## src/rtl/clcd_pkg.sv

```systemverilog
// Shared definitions for the HD44780 command sequencer.
//  - State encoding of the sequencer FSM.
//  - Field positions of a 16-bit init-table word {rs, dly_ms[6:0], data[7:0]}.
//  - init_entry(idx): default table word for one index.
//  - init_table_default(): all 16 default words packed, entry i at bits [16*i +: 16].
package clcd_pkg;

  localparam logic [2:0] ST_PWR_WAIT = 3'd0;
  localparam logic [2:0] ST_ISSUE    = 3'd1;
  localparam logic [2:0] ST_WAIT_HI  = 3'd2;
  localparam logic [2:0] ST_WAIT_LO  = 3'd3;
  localparam logic [2:0] ST_POST_DLY = 3'd4;
  localparam logic [2:0] ST_IDLE     = 3'd5;

  typedef enum logic [2:0] {
    S_PWR_WAIT = ST_PWR_WAIT,
    S_ISSUE    = ST_ISSUE,
    S_WAIT_HI  = ST_WAIT_HI,
    S_WAIT_LO  = ST_WAIT_LO,
    S_POST_DLY = ST_POST_DLY,
    S_IDLE     = ST_IDLE
  } state_e;

  localparam int unsigned ENT_RS_BIT  = 15;
  localparam int unsigned ENT_DLY_HI  = 14;
  localparam int unsigned ENT_DLY_LO  = 8;
  localparam int unsigned ENT_DATA_HI = 7;
  localparam int unsigned ENT_DATA_LO = 0;
  localparam int unsigned TABLE_DEPTH = 16;

  function automatic logic [15:0] init_entry(input logic [3:0] idx);
    case (idx)
      4'd0:    init_entry = {1'b0, 7'd5, 8'h03};
      4'd1:    init_entry = {1'b0, 7'd1, 8'h03};
      4'd2:    init_entry = {1'b0, 7'd1, 8'h03};
      4'd3:    init_entry = {1'b0, 7'd1, 8'h02};
      4'd4:    init_entry = {1'b0, 7'd1, 8'h28};
      4'd5:    init_entry = {1'b0, 7'd1, 8'h08};
      4'd6:    init_entry = {1'b0, 7'd2, 8'h01};
      4'd7:    init_entry = {1'b0, 7'd1, 8'h06};
      4'd8:    init_entry = {1'b0, 7'd1, 8'h0F};
      default: init_entry = 16'h0000;
    endcase
  endfunction

  function automatic logic [255:0] init_table_default();
    logic [255:0] t;
    t = 256'd0;
    for (int i = 0; i < 16; i++) begin
      t[i*16 +: 16] = init_entry(4'(i));
    end
    return t;
  endfunction

endpackage

```

## src/rtl/clcd_ms_tick.sv

```systemverilog
// Free-running 1 ms strobe generator.
//  clk     in  system clock
//  reset_p in  async active-high reset
//  tick_o  out one-cycle pulse every CLK_HZ/1000 clocks
module clcd_ms_tick #(
  parameter int unsigned CLK_HZ = 100_000_000
) (
  input  logic clk,
  input  logic reset_p,
  output logic tick_o
);

  localparam int unsigned DIV = CLK_HZ / 1000;
  localparam int unsigned CW  = (DIV > 1) ? $clog2(DIV) : 1;

  logic [CW-1:0] cnt_q;
  logic          tick_q;

  // Prescaler: wrap at DIV-1 and emit the strobe on the wrap.
  always_ff @(posedge clk or posedge reset_p) begin
    if (reset_p) begin
      cnt_q  <= '0;
      tick_q <= 1'b0;
    end else if (cnt_q == CW'(DIV - 1)) begin
      cnt_q  <= '0;
      tick_q <= 1'b1;
    end else begin
      cnt_q  <= cnt_q + CW'(1);
      tick_q <= 1'b0;
    end
  end

  assign tick_o = tick_q;

endmodule

```

## src/rtl/clcd_cmd_sequencer.sv

```systemverilog
// Table-driven HD44780 command sequencer. Waits after power-on, replays the init
// table to the transmitter over a valid/busy handshake, then serves user writes.
//  clk, reset_p        clock, async active-high reset
//  i_busy              transmitter busy
//  i_start_init        pulse: rerun power-on wait and the init table
//  i_usr_valid/rs/data user write request
//  o_usr_ready         sequencer idle, request accepted when valid
//  o_data, o_RS, o_RW  byte, register select, write-only flag to transmitter
//  o_valid             transmit request
//  o_empty             init complete (idle or user transaction)
//  o_step              current init-table index
//  o_error             sticky busy-handshake timeout
module clcd_cmd_sequencer
  import clcd_pkg::*;
#(
  parameter int unsigned  CLK_HZ        = 100_000_000,
  parameter int unsigned  POWERON_MS    = 20,
  parameter int unsigned  N_INIT        = 9,
  parameter int unsigned  USR_DELAY_MS  = 1,
  parameter int unsigned  LONG_DELAY_MS = 2,
  parameter int unsigned  TIMEOUT_MS    = 10,
  parameter logic [255:0] INIT_TABLE    = init_table_default()
) (
  input  logic       clk,
  input  logic       reset_p,
  input  logic       i_busy,
  input  logic       i_start_init,
  input  logic       i_usr_valid,
  input  logic       i_usr_rs,
  input  logic [7:0] i_usr_data,
  output logic       o_usr_ready,
  output logic [7:0] o_data,
  output logic       o_RS,
  output logic       o_RW,
  output logic       o_valid,
  output logic       o_empty,
  output logic [3:0] o_step,
  output logic       o_error
);

  if (N_INIT < 1 || N_INIT > TABLE_DEPTH) begin : g_n_init_range
    $error("N_INIT must be within 1..16");
  end

  state_e      state_q;
  logic [3:0]  step_q;
  logic [15:0] dly_cnt_q;
  logic        pend_q, user_q, usr_rs_q, rs_q, valid_q, empty_q, usr_ready_q, error_q;
  logic [7:0]  usr_data_q, data_q;
  logic        busy_q, busy_prev_q;

  logic        tick_s, rise_s, fall_s, dly_done_s, long_s;
  logic [15:0] entry_s, target_s;

  clcd_ms_tick #(.CLK_HZ(CLK_HZ)) u_tick (
    .clk     (clk),
    .reset_p (reset_p),
    .tick_o  (tick_s)
  );

  // Edge detect on the registered busy, table lookup and per-state delay target.
  always_comb begin
    rise_s   = busy_q & ~busy_prev_q;
    fall_s   = ~busy_q & busy_prev_q;
    entry_s  = INIT_TABLE[{step_q, 4'd0} +: 16];
    long_s   = ~usr_rs_q && (usr_data_q == 8'h01 || usr_data_q == 8'h02);
    target_s = 16'd0;
    case (state_q)
      S_PWR_WAIT: target_s = 16'(POWERON_MS);
      S_WAIT_HI,
      S_WAIT_LO:  target_s = 16'(TIMEOUT_MS);
      S_POST_DLY: begin
        if (user_q) begin
          target_s = long_s ? 16'(LONG_DELAY_MS) : 16'(USR_DELAY_MS);
        end else begin
          target_s = {9'd0, entry_s[ENT_DLY_HI:ENT_DLY_LO]};
        end
      end
      default:    target_s = 16'd0;
    endcase
    // Delay of D ms completes on the D-th tick since the counter was cleared.
    dly_done_s = tick_s && ((dly_cnt_q + 16'd1) >= target_s);
  end

  // Sequencer FSM with registered outputs.
  always_ff @(posedge clk or posedge reset_p) begin
    if (reset_p) begin
      state_q     <= S_PWR_WAIT;
      step_q      <= 4'd0;
      dly_cnt_q   <= 16'd0;
      pend_q      <= 1'b0;
      user_q      <= 1'b0;
      usr_rs_q    <= 1'b0;
      usr_data_q  <= 8'h00;
      data_q      <= 8'h00;
      rs_q        <= 1'b0;
      valid_q     <= 1'b0;
      empty_q     <= 1'b0;
      usr_ready_q <= 1'b0;
      error_q     <= 1'b0;
      busy_q      <= 1'b0;
      busy_prev_q <= 1'b0;
    end else begin
      busy_q      <= i_busy;
      busy_prev_q <= busy_q;
      if (tick_s) begin
        dly_cnt_q <= dly_cnt_q + 16'd1;
      end
      // Re-init requests during a transaction wait for the end of its post-delay.
      if (i_start_init && state_q != S_IDLE && state_q != S_PWR_WAIT) begin
        pend_q <= 1'b1;
      end
      case (state_q)
        S_PWR_WAIT: begin
          if (i_start_init || pend_q) begin
            dly_cnt_q <= 16'd0;
            step_q    <= 4'd0;
            error_q   <= 1'b0;
            empty_q   <= 1'b0;
            pend_q    <= 1'b0;
          end else if (dly_done_s) begin
            state_q   <= S_ISSUE;
            step_q    <= 4'd0;
            user_q    <= 1'b0;
            dly_cnt_q <= 16'd0;
          end
        end
        S_ISSUE: begin
          data_q    <= user_q ? usr_data_q : entry_s[ENT_DATA_HI:ENT_DATA_LO];
          rs_q      <= user_q ? usr_rs_q : entry_s[ENT_RS_BIT];
          valid_q   <= 1'b1;
          dly_cnt_q <= 16'd0;
          state_q   <= S_WAIT_HI;
        end
        S_WAIT_HI, S_WAIT_LO: begin
          if ((state_q == S_WAIT_HI) && rise_s) begin
            valid_q   <= 1'b0;
            dly_cnt_q <= 16'd0;
            state_q   <= S_WAIT_LO;
          end else if ((state_q == S_WAIT_LO) && fall_s) begin
            dly_cnt_q <= 16'd0;
            state_q   <= S_POST_DLY;
          end else if (dly_done_s) begin
            // Transmitter stuck: flag it and recover through a full re-init.
            error_q   <= 1'b1;
            valid_q   <= 1'b0;
            empty_q   <= 1'b0;
            step_q    <= 4'd0;
            user_q    <= 1'b0;
            dly_cnt_q <= 16'd0;
            state_q   <= S_PWR_WAIT;
          end
        end
        S_POST_DLY: begin
          if (dly_done_s) begin
            dly_cnt_q <= 16'd0;
            if (pend_q || i_start_init) begin
              pend_q  <= 1'b0;
              step_q  <= 4'd0;
              error_q <= 1'b0;
              empty_q <= 1'b0;
              user_q  <= 1'b0;
              state_q <= S_PWR_WAIT;
            end else if (user_q || step_q == 4'(N_INIT - 1)) begin
              user_q      <= 1'b0;
              empty_q     <= 1'b1;
              usr_ready_q <= 1'b1;
              state_q     <= S_IDLE;
            end else begin
              step_q  <= step_q + 4'd1;
              state_q <= S_ISSUE;
            end
          end
        end
        S_IDLE: begin
          if (i_start_init) begin
            usr_ready_q <= 1'b0;
            empty_q     <= 1'b0;
            step_q      <= 4'd0;
            error_q     <= 1'b0;
            dly_cnt_q   <= 16'd0;
            state_q     <= S_PWR_WAIT;
          end else if (i_usr_valid) begin
            usr_rs_q    <= i_usr_rs;
            usr_data_q  <= i_usr_data;
            user_q      <= 1'b1;
            usr_ready_q <= 1'b0;
            state_q     <= S_ISSUE;
          end
        end
        default: begin
          state_q <= S_PWR_WAIT;
        end
      endcase
    end
  end

  // A same-cycle re-init request pre-empts the user request.
  assign o_usr_ready = usr_ready_q & ~i_start_init;
  assign o_data      = data_q;
  assign o_RS        = rs_q;
  assign o_RW        = 1'b0;
  assign o_valid     = valid_q;
  assign o_empty     = empty_q;
  assign o_step      = step_q;
  assign o_error     = error_q;

endmodule

```

## config.mk

```make
export PLATFORM = sky130hd
export DESIGN_NAME = clcd_cmd_sequencer
export DESIGN_NICKNAME = d
export VERILOG_FILES = /design/src/rtl/clcd_pkg.sv /design/src/rtl/clcd_ms_tick.sv /design/src/rtl/clcd_cmd_sequencer.sv
export SDC_FILE = /design/constraint.sdc
export NUM_CORES = 1
export LEC_CHECK = 0
export ABC_AREA = 0
export BUFFER_PORTS_ARGS = -buffer_cell sky130_fd_sc_hd__buf_2
export CAP_MARGIN = 20
export CORE_MARGIN = 2
export CORE_UTILIZATION = 65
export DETAILED_ROUTE_END_ITERATION = 10
export HOLD_SLACK_MARGIN = 0.15
export MAX_ROUTING_LAYER = met4
export PLACE_DENSITY = 0.86
export SETUP_SLACK_MARGIN = 0.3
export SLEW_MARGIN = 10
export SYNTH_ARGS = -nofsm -noshare
export SYNTH_HDL_FRONTEND = slang
export SYNTH_SLANG_ARGS = --single-unit
export TNS_END_PERCENT = 10
```

## constraint.sdc

```tcl
create_clock -name clk -period 6.42 [get_ports clk]
set_input_delay 1.284 -clock clk [delete_from_list [all_inputs] [get_ports clk]]
set_output_delay 1.284 -clock clk [all_outputs]
set_load 0.02 [all_outputs]
```

==> flow_metrics.tcl, run 1 <==
set metrics [dict create \
    status "finished, final reports clean" \
    p_per_area_nw_per_um2 238 \
    worstPathMaxFanout 19 \
    cts_resized 0 \
    min_period_ns 3.47 \
    syn_avg_cell_area_um2 9.41 \
    synthCells 420 \
    cts_buffer_depth 2 \
    setup_viol 0 \
    start_kind "flip-flop" \
    dp_hpwl_mm 5.62 \
    fin_ws_ns 2.95 \
    synth_top_cell_by_area "dfrtp_1" \
    row_count 28 \
    htree_num_levels 3 \
    relSlewSlack_pct 45.1 \
    design_area_um2 4370 \
    area_delta_synth_final_pct 10.7 \
    clock.fmax_ghz 0.288 \
    core-area_um2 5890 \
    route.detailed.drc 0 \
    drive_above_1_share_pct 18.8 \
    grt_max_degree 68 \
    die-area_um2 6720 \
    syn_nets 450 \
    hold_viol_final 0 \
    cp.arrival_ns 3.75 \
    min_from "u_tick.cnt_q[0]$_DFF_PP0_" \
    gp_congestion 0.921 \
    synth_commonest_cells "67 x dfrtp_1, 42 x nand2_1, 42 x nor2_1" \
    synth.top_cell.area_share_pct 42.4 \
    synth_edf_count 0 \
    cp-end-kind "flip-flop" \
    start_util_pct 67.1 \
    overflow 0 \
    vias 3153 \
    holdPathStages 1 \
    rrSetupSlack_ns 2.95 \
    clkTransAtPathRegs_ns 0.08 \
    rsz0062_at_grt "false" \
    insertion_delay_ns 0.35 \
    yosys_register_bits 67 \
    ys_warn_count 0 \
    grt_pass1_vias 2924 \
    hold_class "reg -> reg" \
    reg2reg_from "state_q[2]$_DFFE_PP0P_" \
    antenna_cells 0 \
    yosysMostFrequentCell "dfrtp_1" \
    finalClockSkew_ns 0.00966 \
    grt_pass1_wl_mm 13.5 \
    required_ns 6.70 \
    worstSetupPathType "reg -> reg" \
    max_cap_violations 0 \
    critPathLaunch "state_q[2]$_DFFE_PP0P_" \
    reg2regPathDepth 10 \
    wl_per_cell_um 15.4 \
    grt.total_usage_pct 26.7 \
    root_buffer "clkbuf_8" \
    cts-buffers-inserted 9 \
    clock_sinks 67 \
    antenna_left 0 \
    postCtsHoldBufs 0 \
    synth_area_leaders "dfrtp_1 42%, ha_1 5.1%, xor2_1 4.4%" \
    pre_cts_ws_ns 3.05 \
    wl_mm 8.12 \
    placed_area_um2 4110 \
    peakVddDrop_mv 0.236 \
    synth_cell_type_count 67 \
    critPathCapture "o_step[0]$_DFFE_PP0P_" \
    die_x_um 82.0 \
    synth-seq-area-share_pct 42.4 \
    tritoncts "yes" \
    synth_ff_type "dfrtp_1" \
    dieHeight_um 82.0 \
    p_leak_nw 1.96 \
    fin_crit_sh_pct 54.0 \
    port_buffers 30 \
    syn-cell-area_um2 3950 \
    layout.nets 476 \
    postCtsSetupRepairBufs 0 \
    ios 32 \
    drtIter0Drc 230 \
    timing.rr.end "o_step[0]$_DFFE_PP0P_" \
    drt_first_pass_iters 6 \
    tns_ns 0 \
    tightestPinTransition_ns 0.824 \
    via_per_inst 5.99 \
    synth-async-reset-ratio_pct 100 \
    antenna_found_initial 0 \
    report.final.slew_viol_count 0 \
]
==> worst max-delay path: stages, from the launching register on <==
cell      delay (ns)
dfrtp_1         0.64
clkinv_1        0.36
nor3_1          0.44
o311a_1         0.25
ha_1            0.22
o21ai_0         0.15
a21oi_1         0.08
o21ai_0         0.27
a41oi_4         0.34
o21ai_0         0.43
mux2_2          0.22
==> routing by layer <==
metal  vias to the layer above  GRT usage (%)  part of all wire [%]
met5                         -              -                     0
met4                         0           10.2                   1.7
met3                        18           5.60                   4.3
met2                        97           39.9                    48
met1                      1508           35.9                    46
li1                       1530              -                     -
==> worst min path at each step <==
| stage | endpoint | slack [ns] |
|---|---|---|
| detailed placement | busy_prev_q$_DFF_PP0_ | 0.44 |
| global route | u_tick.cnt_q[0]$_DFF_PP0_ | 0.47 |
| CTS | u_tick.cnt_q[0]$_DFF_PP0_ | 0.45 |
| finish | u_tick.cnt_q[0]$_DFF_PP0_ | 0.45 |
| global placement | busy_prev_q$_DFF_PP0_ | 0.42 |
| floorplan | busy_prev_q$_DFF_PP0_ | 0.40 |
==> sequential cells by signal, indices dropped and copies added, names as in the netlist <==
name and count:
o_step 4, o_empty 1, o_data 8, busy_q 1, o_RS 1, u_tick.tick_o 1, o_error 1, state_q 3
user_q 1, pend_q 1, dly_cnt_q 16, usr_ready_q 1, busy_prev_q 1, usr_rs_q 1, o_valid 1, u_tick.cnt_q 17
usr_data_q 8
==> cell type report <==
class	instances	area, µm²
multi-input cells	316	2100
clock buffers	10	128
fillers	422	1510
repair buffers	32	165
clock inverters	6	138
inverters	20	75.1
well taps	75	93.8
flip-flops and latches	67	1680
==> where the power goes <==
group	internal (W)	switching, W	leakage [nW]
Sequential	0.000445	0.0000153	0.894
Clock	0.000299	0.000171	0.131
Combinational	0.0000371	0.0000735	0.934
==> through the flow <==
step	power (W)	hold slack (ns)	util, %	cells
6_report	0.00104	0.453	74.3	526
5_1_grt	0.00108	0.468	74.3	526
4_1_cts	0.00105	0.452	74.3	526
3_3_place_gp	0.000575	0.425	69.8	510
2_1_floorplan	0.000543	0.400	-	420
3_5_place_dp	0.000579	0.438	69.8	510
==> layout by cell type (no fill, tap or decap), types with 3 or more instances in the layout <==
master,Yosys,final
dfrtp_1,67,67
nand4_1,7,7
nand3_1,22,22
nor4_1,6,6
xor2_1,20,20
a31oi_1,6,6
mux2_2,11,11
a22o_1,3,3
nor2_1,42,42
o31ai_1,4,4
nor3b_1,3,3
clkbuf_8,0,9
ha_1,16,16
and3_1,4,4
buf_2,3,30
nand2_1,42,42
nor3_1,7,7
bufinv_16,0,4
nor2b_1,5,5
o21ai_0,24,24
xnor2_1,17,17
nor2_2,10,10
a21oi_1,14,14
o21bai_1,4,4
inv_1,18,17
==> logic make-up after synthesis <==
kind of cell,after synthesis,share of synthesized area [%]
buffers and inverters,37,4.46
AO/OA/AOI/OAI,81,14.3
AND/OR/NAND/NOR,168,21.8
adder cells (fa/ha/maj),16,5.07
other,1,0.0949
multiplexers,13,3.64
XOR/XNOR,37,8.20
flip-flops,67,42.4
No activity file was read; power rests on OpenSTA's default activity.
==> run 2: changes to the inputs <==
--- a/config.mk
+++ b/config.mk
@@ -9,11 +9,11 @@
 export BUFFER_PORTS_ARGS = -buffer_cell sky130_fd_sc_hd__buf_2
 export CAP_MARGIN = 20
 export CORE_MARGIN = 2
-export CORE_UTILIZATION = 65
+export CORE_UTILIZATION = 54
 export DETAILED_ROUTE_END_ITERATION = 10
 export HOLD_SLACK_MARGIN = 0.15
 export MAX_ROUTING_LAYER = met4
-export PLACE_DENSITY = 0.86
+export PLACE_DENSITY = 0.76
 export SETUP_SLACK_MARGIN = 0.3
 export SLEW_MARGIN = 10
 export SYNTH_ARGS = -nofsm -noshare
==> constraint.sdc (replaced) <==
create_clock -name clk -period 3.1 [get_ports clk]
set_input_delay 0.62 -clock clk [delete_from_list [all_inputs] [get_ports clk]]
set_output_delay 0.62 -clock clk [all_outputs]
set_load 0.02 [all_outputs]
==> run 2 against run 1 <==
Compared with the run above:
- via count is 2.5% higher
- sequential share of layout area is 2.3 points lower
- flip-flop and latch count stayed put
- final area is 6.8% higher
- final cell count is 8.6% higher
- highest routed layer unchanged
==> flow_metrics.tcl, run 2 (synthesis results as in run 1) <==
set metrics [dict create \
    pre_cts_ws_ns 0.0841 \
    intPower_w 0.00156 \
    row_count 31 \
    hold_viol_final 0 \
    fin_ws_ns 0.390 \
    tightestPinTransition_ns 0.805 \
    power_frac_comb_pct 11.6 \
    tritoncts "yes" \
    met1_length_mm 3.95 \
    drt_first_pass_iters 5 \
    area_delta_synth_final_pct 18.2 \
    sequentialPowerShare_pct 44.9 \
    antenna_left 0 \
    max_stage_delay_ns 0.51 \
    clock_sinks 67 \
    drive_above_1_share_pct 26.5 \
    final_common_cell "dfrtp_1" \
    wl_mm 8.72 \
    peakVddDrop_mv 0.393 \
    cts_buffer_depth 2 \
    required_ns 3.33 \
    dp_hpwl_mm 5.94 \
    gp_congestion 0.958 \
    report.final.slew_viol_count 0 \
    dieHeight_um 89.5 \
    vias 3232 \
    insertion_delay_ns 0.34 \
    rsz0062_at_grt "true" \
    top_register "u_tick.cnt_q" \
    slowest_stage "dfrtp_1" \
    drtIter0Drc 223 \
    postCtsHoldBufs 0 \
    grt.total_usage_pct 23.7 \
    layout.nets 497 \
    p_clk_share_pct 43.5 \
    tns_ns 0 \
    setup_viol 0 \
    wl_per_cell_um 15.3 \
    core-area_um2 7180 \
    grt_max_degree 38 \
    cp.arrival_ns 2.93 \
    worstPathMaxFanout 10 \
    met3_length_um 378 \
    start_kind "flip-flop" \
    switching_share_pct 26.1 \
    ios 32 \
    hold_class "in -> reg" \
    top_layer "met4" \
    via_per_inst 5.66 \
    overflow 0 \
    die_x_um 89.5 \
    min_period_ns 2.71 \
    htree_num_levels 3 \
    port_buffers 30 \
    p_leak_nw 2.10 \
    clkTransAtPathRegs_ns 0.08 \
    die-area_um2 8020 \
    worstSetupPathType "reg -> reg" \
    routed-wl-met2_mm 4.24 \
    cp_common_cell "buf_4" \
    final_cell_mix "63 x dfrtp_1, 41 x nand2_1, 41 x nor2_1" \
    finalClockSkew_ns 0.00894 \
    p_per_area_nw_per_um2 453 \
    status "finished, final reports clean" \
    switchingPower_w 0.000553 \
    start_util_pct 55.1 \
    root_buffer "clkbuf_8" \
    antenna_found_initial 0 \
    largest_reg_flops 17 \
    grt_pass1_wl_mm 14.2 \
    cp-end-kind "flip-flop" \
    reg_top3 "u_tick.cnt_q: 17 flops, dly_cnt_q: 16 flops" \
    crit_chain "buf_4, ha_1, buf_4, nand3_1, o311ai_0, nor3_1, o21ai_0, mux2_2" \
    relSlewSlack_pct 46.3 \
    fin_crit_sh_pct 87.4 \
    route.detailed.drc 0 \
    cts-buffers-inserted 9 \
    grt_pass1_vias 3079 \
    max_cap_violations 0 \
    clock.fmax_ghz 0.369 \
    antenna_cells 0 \
]
[run 2: cell types whose count changed in the layout (fill, tap and decap cells not counted), sizes merged]
cell	change
buf	+21
clkinv	-2
clkinvlp	+2
bufinv	-1
inv	+1
[run 2: repair_timing]
| item | 4_1_cts | 5_1_grt |
|---|---|---|
| setup endpoints to repair | 28 | 29 |
| setup buffers | 7 | 1 |
| resized for setup | 13 | 18 |
| pin swaps | 5 | 11 |
[run 2: stage by stage]
stage	instance area (µm²)	power [W]	util [%]	hold slack, ns	instances
floorplan	3960	0.00113	-	0.400	420
global placement	4250	0.00120	59.2	0.436	547
detailed placement	4250	0.00120	59.2	0.434	547
CTS	4580	0.00212	63.9	0.378	570
global route	4670	0.00220	65.1	0.367	571
finish	4670	0.00212	65.1	0.382	571
[run 2: cell type report]
cell class / instances / area, µm²
clock inverter: 6 / 111
timing repair buffer: 53 / 343
fill: 575 / 2500
tap: 99 / 124
inverter: 20 / 78.8
multi-input combinational: 316 / 2190
clock buffer: 10 / 138
sequential: 67 / 1680
[run 2: power by group through the flow]
stage | clock [W] | sequential [W] | combinational (W)
after floorplan | 0 | 0.00101 | 0.000116
after global placement | 0 | 0.000964 | 0.000235
after detailed placement | 0 | 0.000965 | 0.000238
after CTS | 0.000933 | 0.000948 | 0.000240
after global routing | 0.000970 | 0.000957 | 0.000276
final | 0.000922 | 0.000950 | 0.000245
[run 2: critical path, delay by kind of cell (launching register included)]
family	cells	cell delay, ns
buffers and inverters	2	0.39
adder cells (fa/ha/maj)	1	0.20
flip-flops	1	0.51
AO/OA/AOI/OAI	2	0.55
multiplexers	1	0.32
AND/OR/NAND/NOR	2	0.63
[run 2: worst paths after layout]
| path | startpoint | to | slack [ns] | cells past startpoint |
|---|---|---|---|---|
| max in group asynchronous | reset_p | dly_cnt_q[1]$_DFF_PP0_ | 2.03 | 3 |
| min in group asynchronous | reset_p | u_tick.cnt_q[10]$_DFF_PP0_ | 0.42 | 2 |
| worst min-delay path | i_busy | busy_q$_DFF_PP0_ | 0.38 | 1 |
| worst max-delay path | state_q[1]$_DFFE_PP0P_ | o_step[0]$_DFFE_PP0P_ | 0.39 | 8 |
| worst min register to register | u_tick.cnt_q[0]$_DFF_PP0_ | u_tick.cnt_q[0]$_DFF_PP0_ | 0.45 | 1 |
| worst max register to register | state_q[1]$_DFFE_PP0P_ | o_step[0]$_DFFE_PP0P_ | 0.39 | 8 |
[run 2: routing by layer]
layer  GRT usage (%)  up-vias
met2            35.2       94
li1                -     1575
met5               -        -
met1            32.1     1545
met4            7.87        0
met3            5.17       18
==> run 3: changes to the inputs <==
--- a/config.mk
+++ b/config.mk
@@ -14,6 +14,7 @@
 export HOLD_SLACK_MARGIN = 0.15
 export MAX_ROUTING_LAYER = met4
 export PLACE_DENSITY = 0.76
+export RECOVER_POWER = 25
 export SETUP_SLACK_MARGIN = 0.3
 export SLEW_MARGIN = 10
 export SYNTH_ARGS = -nofsm -noshare
==> run 3 against run 2 <==
Compared with the run above:
- via count is 0.50% higher
- maximum frequency is 0.11% higher
- flip-flop and latch count stayed put
- non-clock buffer count stayed put
- core utilization stayed put
- critical path type unchanged
- first-iteration DRC count stayed put
- clock power hardly changed
- critical path depth is 3 higher
- highest routed layer unchanged
- hold slack better by 0.00051 ns
- worst setup slack better by 0.0029 ns
==> flow_metrics.tcl, run 3 (synthesis results as in run 1) <==
set metrics [dict create \
    top_register "u_tick.cnt_q" \
    worstSetupPathType "reg -> reg" \
    p_leak_nw 2.11 \
    fin_crit_sh_pct 87.3 \
    max_cap_violations 0 \
    cts-buffers-inserted 9 \
    final_cell_mix "63 x dfrtp_1, 41 x nand2_1, 41 x nor2_1" \
    drt_first_pass_iters 6 \
    switchingPower_w 0.000552 \
    root_buffer "clkbuf_8" \
    holdPathStages 1 \
    insertion_delay_ns 0.34 \
    min_period_ns 2.71 \
    worstPathMaxFanout 5 \
    critPathLaunch "usr_data_q[4]$_DFFE_PP0P_" \
    final_common_cell "dfrtp_1" \
    largest_reg_flops 17 \
    tns_ns 0 \
    peakVddDrop_mv 0.394 \
    switching_share_pct 26.1 \
    htree_num_levels 3 \
    required_ns 3.32 \
    die_x_um 89.5 \
    reg2regPathDepth 11 \
    core-area_um2 7180 \
    postCtsHoldBufs 0 \
    p_per_area_nw_per_um2 453 \
    port_buffers 30 \
    antenna_cells 0 \
    tritoncts "yes" \
    p_clk_share_pct 43.5 \
    clock.fmax_ghz 0.369 \
    hold_viol_final 0 \
    hold_end "busy_q$_DFF_PP0_" \
    rsz0062_at_grt "true" \
    fin_ws_ns 0.393 \
    antenna_found_initial 0 \
    drtIter0Drc 223 \
    relSlewSlack_pct 3.60 \
    antenna_left 0 \
    wl_per_cell_um 15.3 \
    hold_class "in -> reg" \
    pre_cts_ws_ns 0.0841 \
    min_from "i_busy" \
    cts_buffer_depth 2 \
    cp.arrival_ns 2.93 \
    dp_hpwl_mm 5.94 \
    sequentialPowerShare_pct 44.9 \
    grt_pass1_vias 3079 \
    grt.total_usage_pct 23.7 \
    area_delta_synth_final_pct 18.2 \
    vias 3248 \
    ios 32 \
    start_util_pct 55.1 \
    reg_top3 "u_tick.cnt_q: 17 flops, dly_cnt_q: 16 flops" \
    report.final.slew_viol_count 0 \
    gp_congestion 0.958 \
    wl_mm 8.76 \
    grt_max_degree 38 \
    intPower_w 0.00156 \
    reg2reg_from "usr_data_q[4]$_DFFE_PP0P_" \
    drive_above_1_share_pct 26.3 \
    row_count 31 \
    via_per_inst 5.69 \
    timing.rr.end "o_step[0]$_DFFE_PP0P_" \
    start_kind "flip-flop" \
    route.detailed.drc 0 \
    rrSetupSlack_ns 0.39 \
    dieHeight_um 89.5 \
    tightestPinTransition_ns 1.44 \
    cp-end-kind "flip-flop" \
    layout.nets 497 \
    finalClockSkew_ns 0.00894 \
    clock_sinks 67 \
    grt_pass1_wl_mm 14.2 \
    power_frac_comb_pct 11.6 \
    clkTransAtPathRegs_ns 0.08 \
    whs_ns 0.383 \
    setup_viol 0 \
    overflow 0 \
    status "finished, final reports clean" \
    die-area_um2 8020 \
]
==> run 3: changes by cell type in the layout (fill, tap and decap cells not counted) <==
cell   before  now
inv_2       3    2
inv_1      15   16
==> run 3: area by class of cell <==
cell class | count | area [µm²]
Sequential cell | 67 | 1680
Tap cell | 99 | 124
Clock inverter | 6 | 111
Clock buffer | 10 | 138
Timing Repair Buffer | 53 | 343
Multi-Input combinational cell | 316 | 2190
Fill cell | 575 | 2500
Inverter | 20 | 78.8
==> run 3: worst max-delay path by stage <==
stage                                   endpoint  slack, ns  cells after the start
final                      o_step[0]$_DFFE_PP0P_       0.39                     11
after global routing      state_q[2]$_DFFE_PP0P_       0.26                     11
after CTS                 state_q[2]$_DFFE_PP0P_       0.30                     13
after detailed placement  state_q[2]$_DFFE_PP0P_       0.08                     12
after global placement    state_q[2]$_DFFE_PP0P_       0.14                     12
after floorplan           state_q[2]$_DFFE_PP0P_       0.30                     11
==> run 3: metrics by stage <==
step           utilization [%]  cell area (µm²)  total power (W)  cells
5_1_grt                   65.1             4670          0.00220    571
6_report                  65.1             4670          0.00212    571
3_5_place_dp              59.2             4250          0.00120    547
2_1_floorplan                -             3960          0.00113    420
3_3_place_gp              59.2             4250          0.00120    547
4_1_cts                   63.9             4580          0.00212    570
==> run 3: what timing repair did <==
action                     CTS  global route
gates resized for setup     13            18
setup endpoints to repair   28            29
buffers inserted             7             1
pin swaps                    5            11
==> run 3: power by group through the flow <==
stage / combinational, W / clock (W) / sequential [W]
4_1_cts: 0.000240 / 0.000933 / 0.000948
6_report: 0.000245 / 0.000922 / 0.000950
3_5_place_dp: 0.000238 / 0 / 0.000965
5_1_grt: 0.000276 / 0.000970 / 0.000957
2_1_floorplan: 0.000116 / 0 / 0.00101
3_3_place_gp: 0.000235 / 0 / 0.000964
==> run 3: worst max-delay path, cell delays in order (launching register included) <==
cell     delay [ns]
dfrtp_1        0.41
nor4_2         0.44
a31oi_4        0.15
o311a_1        0.15
ha_1           0.29
o21ai_1        0.13
a21oi_1        0.09
o21ai_2        0.16
a41oi_4        0.18
buf_6          0.19
and3_4         0.15
mux2_2         0.26
==> run 3: routing by layer <==
layer	vias up	routed length (µm)	track usage, %
met5	-	0	-
met2	96	4240	35.2
met3	24	380	5.17
li1	1574	-	-
met4	0	175	7.87
met1	1554	3970	32.1
